`config.mk`:
```
export PLATFORM = sky130hd
export DESIGN_NAME = divisor_secuencial
export DESIGN_NICKNAME = d
export VERILOG_FILES = /design/src/rtl/divisor_pkg.sv /design/src/rtl/divisor_paso.sv /design/src/rtl/divisor_secuencial.sv
export SDC_FILE = /design/constraint.sdc
export NUM_CORES = 1
export LEC_CHECK = 0
export CAP_MARGIN = 20
export CORE_MARGIN = 1
export CORE_UTILIZATION = 36
export CTS_BUF_LIST = sky130_fd_sc_hd__clkbuf_16
export CTS_CLUSTER_SIZE = 8
export DETAILED_ROUTE_END_ITERATION = 16
export DONT_BUFFER_PORTS = 1
export SYNTH_ARGS = -nofsm -noshare
export SYNTH_HDL_FRONTEND = slang
export SYNTH_SLANG_ARGS = --single-unit
```
`constraint.sdc`:
```
create_clock -name clk -period 2.5 [get_ports clk]
set_clock_uncertainty 0.1 [all_clocks]
set_input_delay 0.5 -clock clk [delete_from_list [all_inputs] [get_ports clk]]
set_output_delay 0.5 -clock clk [all_outputs]
set_load 0.02 [all_outputs]
```
`src/rtl/divisor_pkg.sv`:
```
// divisor_pkg: shared FSM encoding and counter sizing for the sequential divider
package divisor_pkg;
  typedef enum logic [1:0] {IDLE, RUN, DONE} estado_t;
  function automatic int ancho_cnt(input int width);
    return (width < 2) ? 1 : $clog2(width);
  endfunction
endpackage

```
`src/rtl/divisor_paso.sv`:
```
// divisor_paso: one combinational restoring-division step (shift, trial subtract, borrow test)
module divisor_paso #(
  parameter int width = 8
) (
  input  logic [width-1:0] r,
  input  logic             q_msb,
  input  logic [width-1:0] divisor,
  output logic [width-1:0] r_sig,
  output logic             q_bit
);
  logic [width:0] shifted, trial;
  // the old remainder MSB stays in the top bit so the shift never loses weight
  assign shifted = {r, q_msb};
  assign trial   = shifted - {1'b0, divisor};
  assign q_bit   = ~trial[width];
  assign r_sig   = trial[width] ? shifted[width-1:0] : trial[width-1:0];
endmodule

```
`src/rtl/divisor_secuencial.sv`:
```
// divisor_secuencial: multi-cycle unsigned restoring divider, one quotient bit per clock
module divisor_secuencial
  import divisor_pkg::*;
#(
  parameter int width = 8
) (
  input  logic             clk,
  input  logic             reset,
  input  logic             start,
  input  logic [width-1:0] a,
  input  logic [width-1:0] b,
  output logic             busy,
  output logic             done,
  output logic [width-1:0] q,
  output logic [width-1:0] r,
  output logic             div_by_zero
);
  localparam int cw = ancho_cnt(width);
  estado_t          estado, estado_sig;
  logic [cw-1:0]    cnt;
  logic [width-1:0] divisor, r_sig;
  logic             q_bit;
  divisor_paso #(.width(width)) u_paso (
    .r      (r),
    .q_msb  (q[width-1]),
    .divisor(divisor),
    .r_sig  (r_sig),
    .q_bit  (q_bit)
  );
  always_ff @(posedge clk)
    estado <= reset ? IDLE : estado_sig;
  always_comb
    estado_sig = (estado == IDLE) ? (start ? RUN : IDLE) :
                 (estado == RUN)  ? ((cnt == '0) ? DONE : RUN) : IDLE;
  always_comb begin
    busy = estado != IDLE;
    done = estado == DONE;
  end
  // q doubles as the dividend shift register; results hold until the next accept
  always_ff @(posedge clk)
    if (reset) begin
      q           <= '0;
      r           <= '0;
      divisor     <= '0;
      cnt         <= '0;
      div_by_zero <= 1'b0;
    end else if (estado == IDLE && start) begin
      q           <= a;
      r           <= '0;
      divisor     <= b;
      cnt         <= cw'(width - 1);
      div_by_zero <= b == '0;
    end else if (estado == RUN) begin
      q   <= {q[width-2:0], q_bit};
      r   <= r_sig;
      cnt <= cnt - 1'b1;
    end
endmodule
```
# After elaboration in Yosys (flattened, before gate mapping)
# Index checks and enable logic that the tools add are counted.
[op_classes]
reduce_logical = 7
bitwise_logic = 1
eq_ne = 2
addsub = 2
mux = 9
[ops]
columns = ["cell", "n"]
rows = [
  ["$mux W8", 3],
  ["$sub A9 B8 Y9", 1],
  ["$logic_not A8 Y1", 1],
  ["$mux W2", 3],
  ["$mux W3", 2],
  ["$reduce_bool A2 Y1", 2],
  ["$logic_not A3 Y1", 1],
  ["$sub A3 B1 Y3 const B", 1],
  ["$eq A2 B1 Y1 const B", 1],
  ["$eq A2 B2 Y1 const B", 1],
  ["$logic_not A2 Y1", 1],
  ["$reduce_or A2 Y1", 1],
  ["$logic_and A1 B1 Y1", 1],
  ["$mux W1", 1],
  ["$not A1 Y1", 1],
]
[totals]
output_inout_bits = 19
input_bits = 19
reg_bits = 30
wordCells = 27

# Depth between registers and ports, before layout
[depth]
word_depth = 4
ltp_mapped = 10
mapped_depth_nobuf = 9

# Cells and area by module
# Synthesis repeated with hierarchy kept, for this count alone.
[unflattened]
hier_cells = 200
area_unflattened_um2 = 1700.4
[modules_own_cells]
columns = ["module", "instances", "area_per_inst_um2", "seq_area_each_um2", "cells_per_inst"]
rows = [
  ["divisor_secuencial", 1, 1214.9, 600.6, 142],
  ["divisor_paso", 1, 485.5, 0.0, 58],
]

# Worst setup path before layout
# No wires, ideal clock.
[synth_path]
path_type = "register to register"
startpoint = "reg q[7]"
endpoint = "reg r[7]"
required_ps = 2283
n_path_buf = 0
synth_period_minus_slack_ps = 2459
arrival_ps = 2241
setup_time_ps = 117
path_stages_with_launch = 10
setup_slack_ps = 41
path_cell_list = "dfxtp_1 inv_1 ha_1 inv_1 fa_1 a21o_1 a21oi_2 o221ai_2 or4_1 a32o_1"
[synth_between]
elab_chain_cells = 2
[synth_rtl]
columns = ["element", "line_no", "text"]
rows = [
  ["from (decl)", "divisor_secuencial.sv:14", "output logic [width-1:0] q,"],
  ["from (signal assigned)", "divisor_secuencial.sv:54", "q <= {q[width-2:0], q_bit};"],
  ["$sub A9 B8 Y9", "divisor_paso.sv:14", "assign trial = shifted - {1'b0, divisor};"],
  ["$mux W8", "divisor_paso.sv:16", "assign r_sig = trial[width] ? shifted[width-1:0] : trial[width-1:0];"],
  ["to (signal assigned)", "divisor_secuencial.sv:55", "r <= r_sig;"],
  ["to (decl)", "divisor_secuencial.sv:15", "output logic [width-1:0] r,"],
]
# No other way between the ends.
# A chain may end at the register's enable or synchronous reset.

# Worst setup path in the final report
[layout_path]
startpoint = "reg r[0]"
endpoint = "reg r[7]"
[layout_between]
elab_chain_cells = 2
[layout_rtl]
columns = ["element", "line_no"]
rows = [
  ["$sub A9 B8 Y9", "divisor_paso.sv:14"],
  ["$mux W8", "divisor_paso.sv:16"],
]
# No other way between the ends.

==> results.sh <==
export IMPL_worstPathCellList="buf_4 > ha_1 > nor2b_1 > o2111a_1 > o21a_1 > or4_1 > a32o_1"
export IMPL_core_area_um2=4500
export IMPL_hold_slack_ns=0.199
export IMPL_period_share_pct=95.9
export IMPL_synth_common_cells="nor2_1 (36), dfxtp_1 (30), a21oi_1 (27), nand2_1 (26), inv_1 (22)"
export IMPL_syn_nets=263
export IMPL_clkTransAtPathRegs_ns=0.05
export IMPL_power_per_cell_area_nw_per_um2=853
export IMPL_firstDrtPassIters=4
export IMPL_hp_class="in2reg"
export IMPL_critPathMaxFanout=4
export IMPL_cts_root_buf="clkbuf_16"
export IMPL_wl_per_cell_um=14.7
export IMPL_slew_headroom_pct=66.1
export IMPL_antenna_found_initial=0
export IMPL_grt_ovfl_total=0
export IMPL_drcViolationCount=0
export IMPL_ys_seq_area_share_pct=34.6
export IMPL_ant_nets=0
export IMPL_slowest_delay_ns=0.52
export IMPL_status="finished, final reports clean"
export IMPL_synth_warnings=0
export IMPL_synthTopCellsByArea="dfxtp_1 (35%), a21oi_1 (7.8%), nor2_1 (7.8%)"
export IMPL_rsz0062_at_grt="false"
export IMPL_cts_made_buffers=5
export IMPL_worst_pin_slew_ns=0.507
export IMPL_r2r_cells=7
export IMPL_dp_hpwl_mm=3.19
export IMPL_start_util_pct=38.6
export IMPL_syn_avg_cell_area_um2=7.45
export IMPL_arrival_ns=2.46
export IMPL_grt_pass1_wl_mm=7.31
export IMPL_crit_start="r[0]$_SDFFE_PP0P_"
export IMPL_ys_ff_latch=30
export IMPL_clkSinkCount=30
export IMPL_clock_latency_ns=0.27
export IMPL_finalSetupTns_ns=0
export IMPL_dieArea_um2=5110
export IMPL_cp_endpoint="r[7]$_SDFFE_PP0P_"
export IMPL_cts_tree="done"
export IMPL_vias=1582
export IMPL_hold_viol=0
export IMPL_slowest_stage="or4_1"
export IMPL_die_w_um=71.5
export IMPL_max_vdd_ir_drop_mv=0.430
export IMPL_yosysMostFrequentCell="nor2_1"
export IMPL_async_reset_ff_share_pct=0
export IMPL_yosys_most_used_dff="dfxtp_1"
export IMPL_min_period_ns=2.40
export IMPL_cp_start_kind="flip-flop"
export IMPL_syn_to_final_growth_pct=17.1
export IMPL_die_h_um=71.5
export IMPL_vias_per_cell=5.33
export IMPL_cap_violations=0
export IMPL_drive_gt1_share_pct=13.1
export IMPL_final_cells=297
export IMPL_grt_max_degree=26
export IMPL_grt_pass1_vias=1546
export IMPL_multiInputGateArea_um2=1010
export IMPL_cp_end_kind="flip-flop"
export IMPL_antenna_cells=0
export IMPL_r2r_slack_ns=0.10
export IMPL_first_iter_violations=64
export IMPL_n_fill_cell=488
export IMPL_cts_buffer_depth=2
export IMPL_r2r_end="r[7]$_SDFFE_PP0P_"
export IMPL_total_leakage_power_nw=0.867
export IMPL_netlist_area_um2=1740
export IMPL_synth_edf_count=0
export IMPL_pin_count=38
export IMPL_path_class="reg2reg"
export IMPL_r2r_start="r[0]$_SDFFE_PP0P_"
export IMPL_max_freq_mhz=417
export IMPL_yosysTopAreaCell="dfxtp_1"
export IMPL_num_rows=24
export IMPL_htree_num_levels=2
export IMPL_synth_top_cell_area_share_pct=34.6
export IMPL_dp_cells=287
export IMPL_io_buffers=0
export IMPL_register_area_um2=601
export IMPL_routed_wl_mm=4.38
export IMPL_setup_viol=0
export IMPL_crit_required_ns=2.57
export IMPL_grtUsageTotal_pct=18.6
export IMPL_gp_congestion=0.846
export IMPL_drv_slew=0
export IMPL_nNetsFinal=275
export IMPL_ys_types=43
export IMPL_netlist_instances=233
[cell families after synthesis]
family	count (synthesis)	share of synthesized area, %
AND/OR/NAND/NOR	94	24.2
AO/OA/AOI/OAI	55	20.0
buffers and inverters	34	7.78
flip-flops	30	34.6
adder cells (fa/ha/maj)	11	8.36
multiplexers	6	3.53
XOR/XNOR	3	1.51
[worst max-delay path, delay by kind of cell (launching register included)]
kind / cells / cell delay, ns
AO/OA/AOI/OAI: 3 / 0.72
AND/OR/NAND/NOR: 2 / 0.66
flip-flops: 1 / 0.33
adder cells (fa/ha/maj): 1 / 0.30
buffers and inverters: 1 / 0.17
[metal layers]
layer  vias to the layer above  GRT usage, %  share of wire [%]
met2                        41          29.8                 46
met4                         0          6.75                1.2
met1                       728          23.8                 46
met5                         -             0                  0
met3                         4          5.49                6.3
li1                        809             -                  -
[where the power goes]
group / internal [mW] / switching [mW]
Clock: 0.362 / 0.211
Combinational: 0.262 / 0.313
Sequential: 0.527 / 0.0595
[per-stage QoR]
stage	cell area, um2	power, mW	setup WS, ns	util, %
finish	2030	1.74	0.102	45.2
global route	2030	1.85	0.0300	45.2
CTS	2000	1.71	0.0548	44.5
detailed placement	1850	1.12	-0.0195	41.2
global placement	1850	1.12	0.0235	41.2
floorplan	1740	0.999	0.0413	-
[cell type report]
| cell class | count | area share (%) |
|---|---|---|
| multi-input cells | 169 | 49.9 |
| inverters | 22 | 4.06 |
| well taps | 52 | 3.20 |
| repair buffers | 17 | 6.46 |
| clock buffers | 5 | 6.15 |
| clock inverters | 2 | 0.738 |
| flip-flops and latches | 30 | 29.5 |
[registers in the layout, indices dropped and copies added (netlist names)]
name and flops:
cnt 3, div_by_zero 1, divisor 8, estado 2, q 8, r 8
[worst min path at each step]
stage,start,to,cells past startpoint
floorplan,divisor[1]$_SDFFE_PP0P_,divisor[1]$_SDFFE_PP0P_,2
global placement,divisor[2]$_SDFFE_PP0P_,divisor[2]$_SDFFE_PP0P_,2
detailed placement,divisor[1]$_SDFFE_PP0P_,divisor[1]$_SDFFE_PP0P_,2
CTS,reset,divisor[6]$_SDFFE_PP0P_,1
global route,reset,divisor[2]$_SDFFE_PP0P_,1
finish,reset,estado[0]$_SDFF_PP0_,1
[repair_timing]
action | in CTS | in global routing
setup endpoints to repair | 1 | 2
hold buffers | 0 | 0
pin swaps | 1 | 3
buffers inserted | 1 | 2
hold endpoints to repair | 0 | 0
gates resized for setup | 1 | 4
[placed cells by master, fill, tap and decap left out, types with 2 or more instances in the layout]
cell type   instances
o21ai_0             8
a21oi_1            26
a22o_1              2
nor4_1              2
a221oi_1            2
inv_1              22
buf_4              16
a21o_1              2
nor2b_1             4
nand2b_1            3
nand2_1            26
clkbuf_16           5
mux2i_1             5
clkinvlp_4          2
xnor2_1             2
a21oi_2             2
nand3_1             5
nor2_1             36
nor3b_1             2
dfxtp_1            30
nor3_1              9
ha_1                9
and2_1              2
Power figures use the tool's default switching activity.
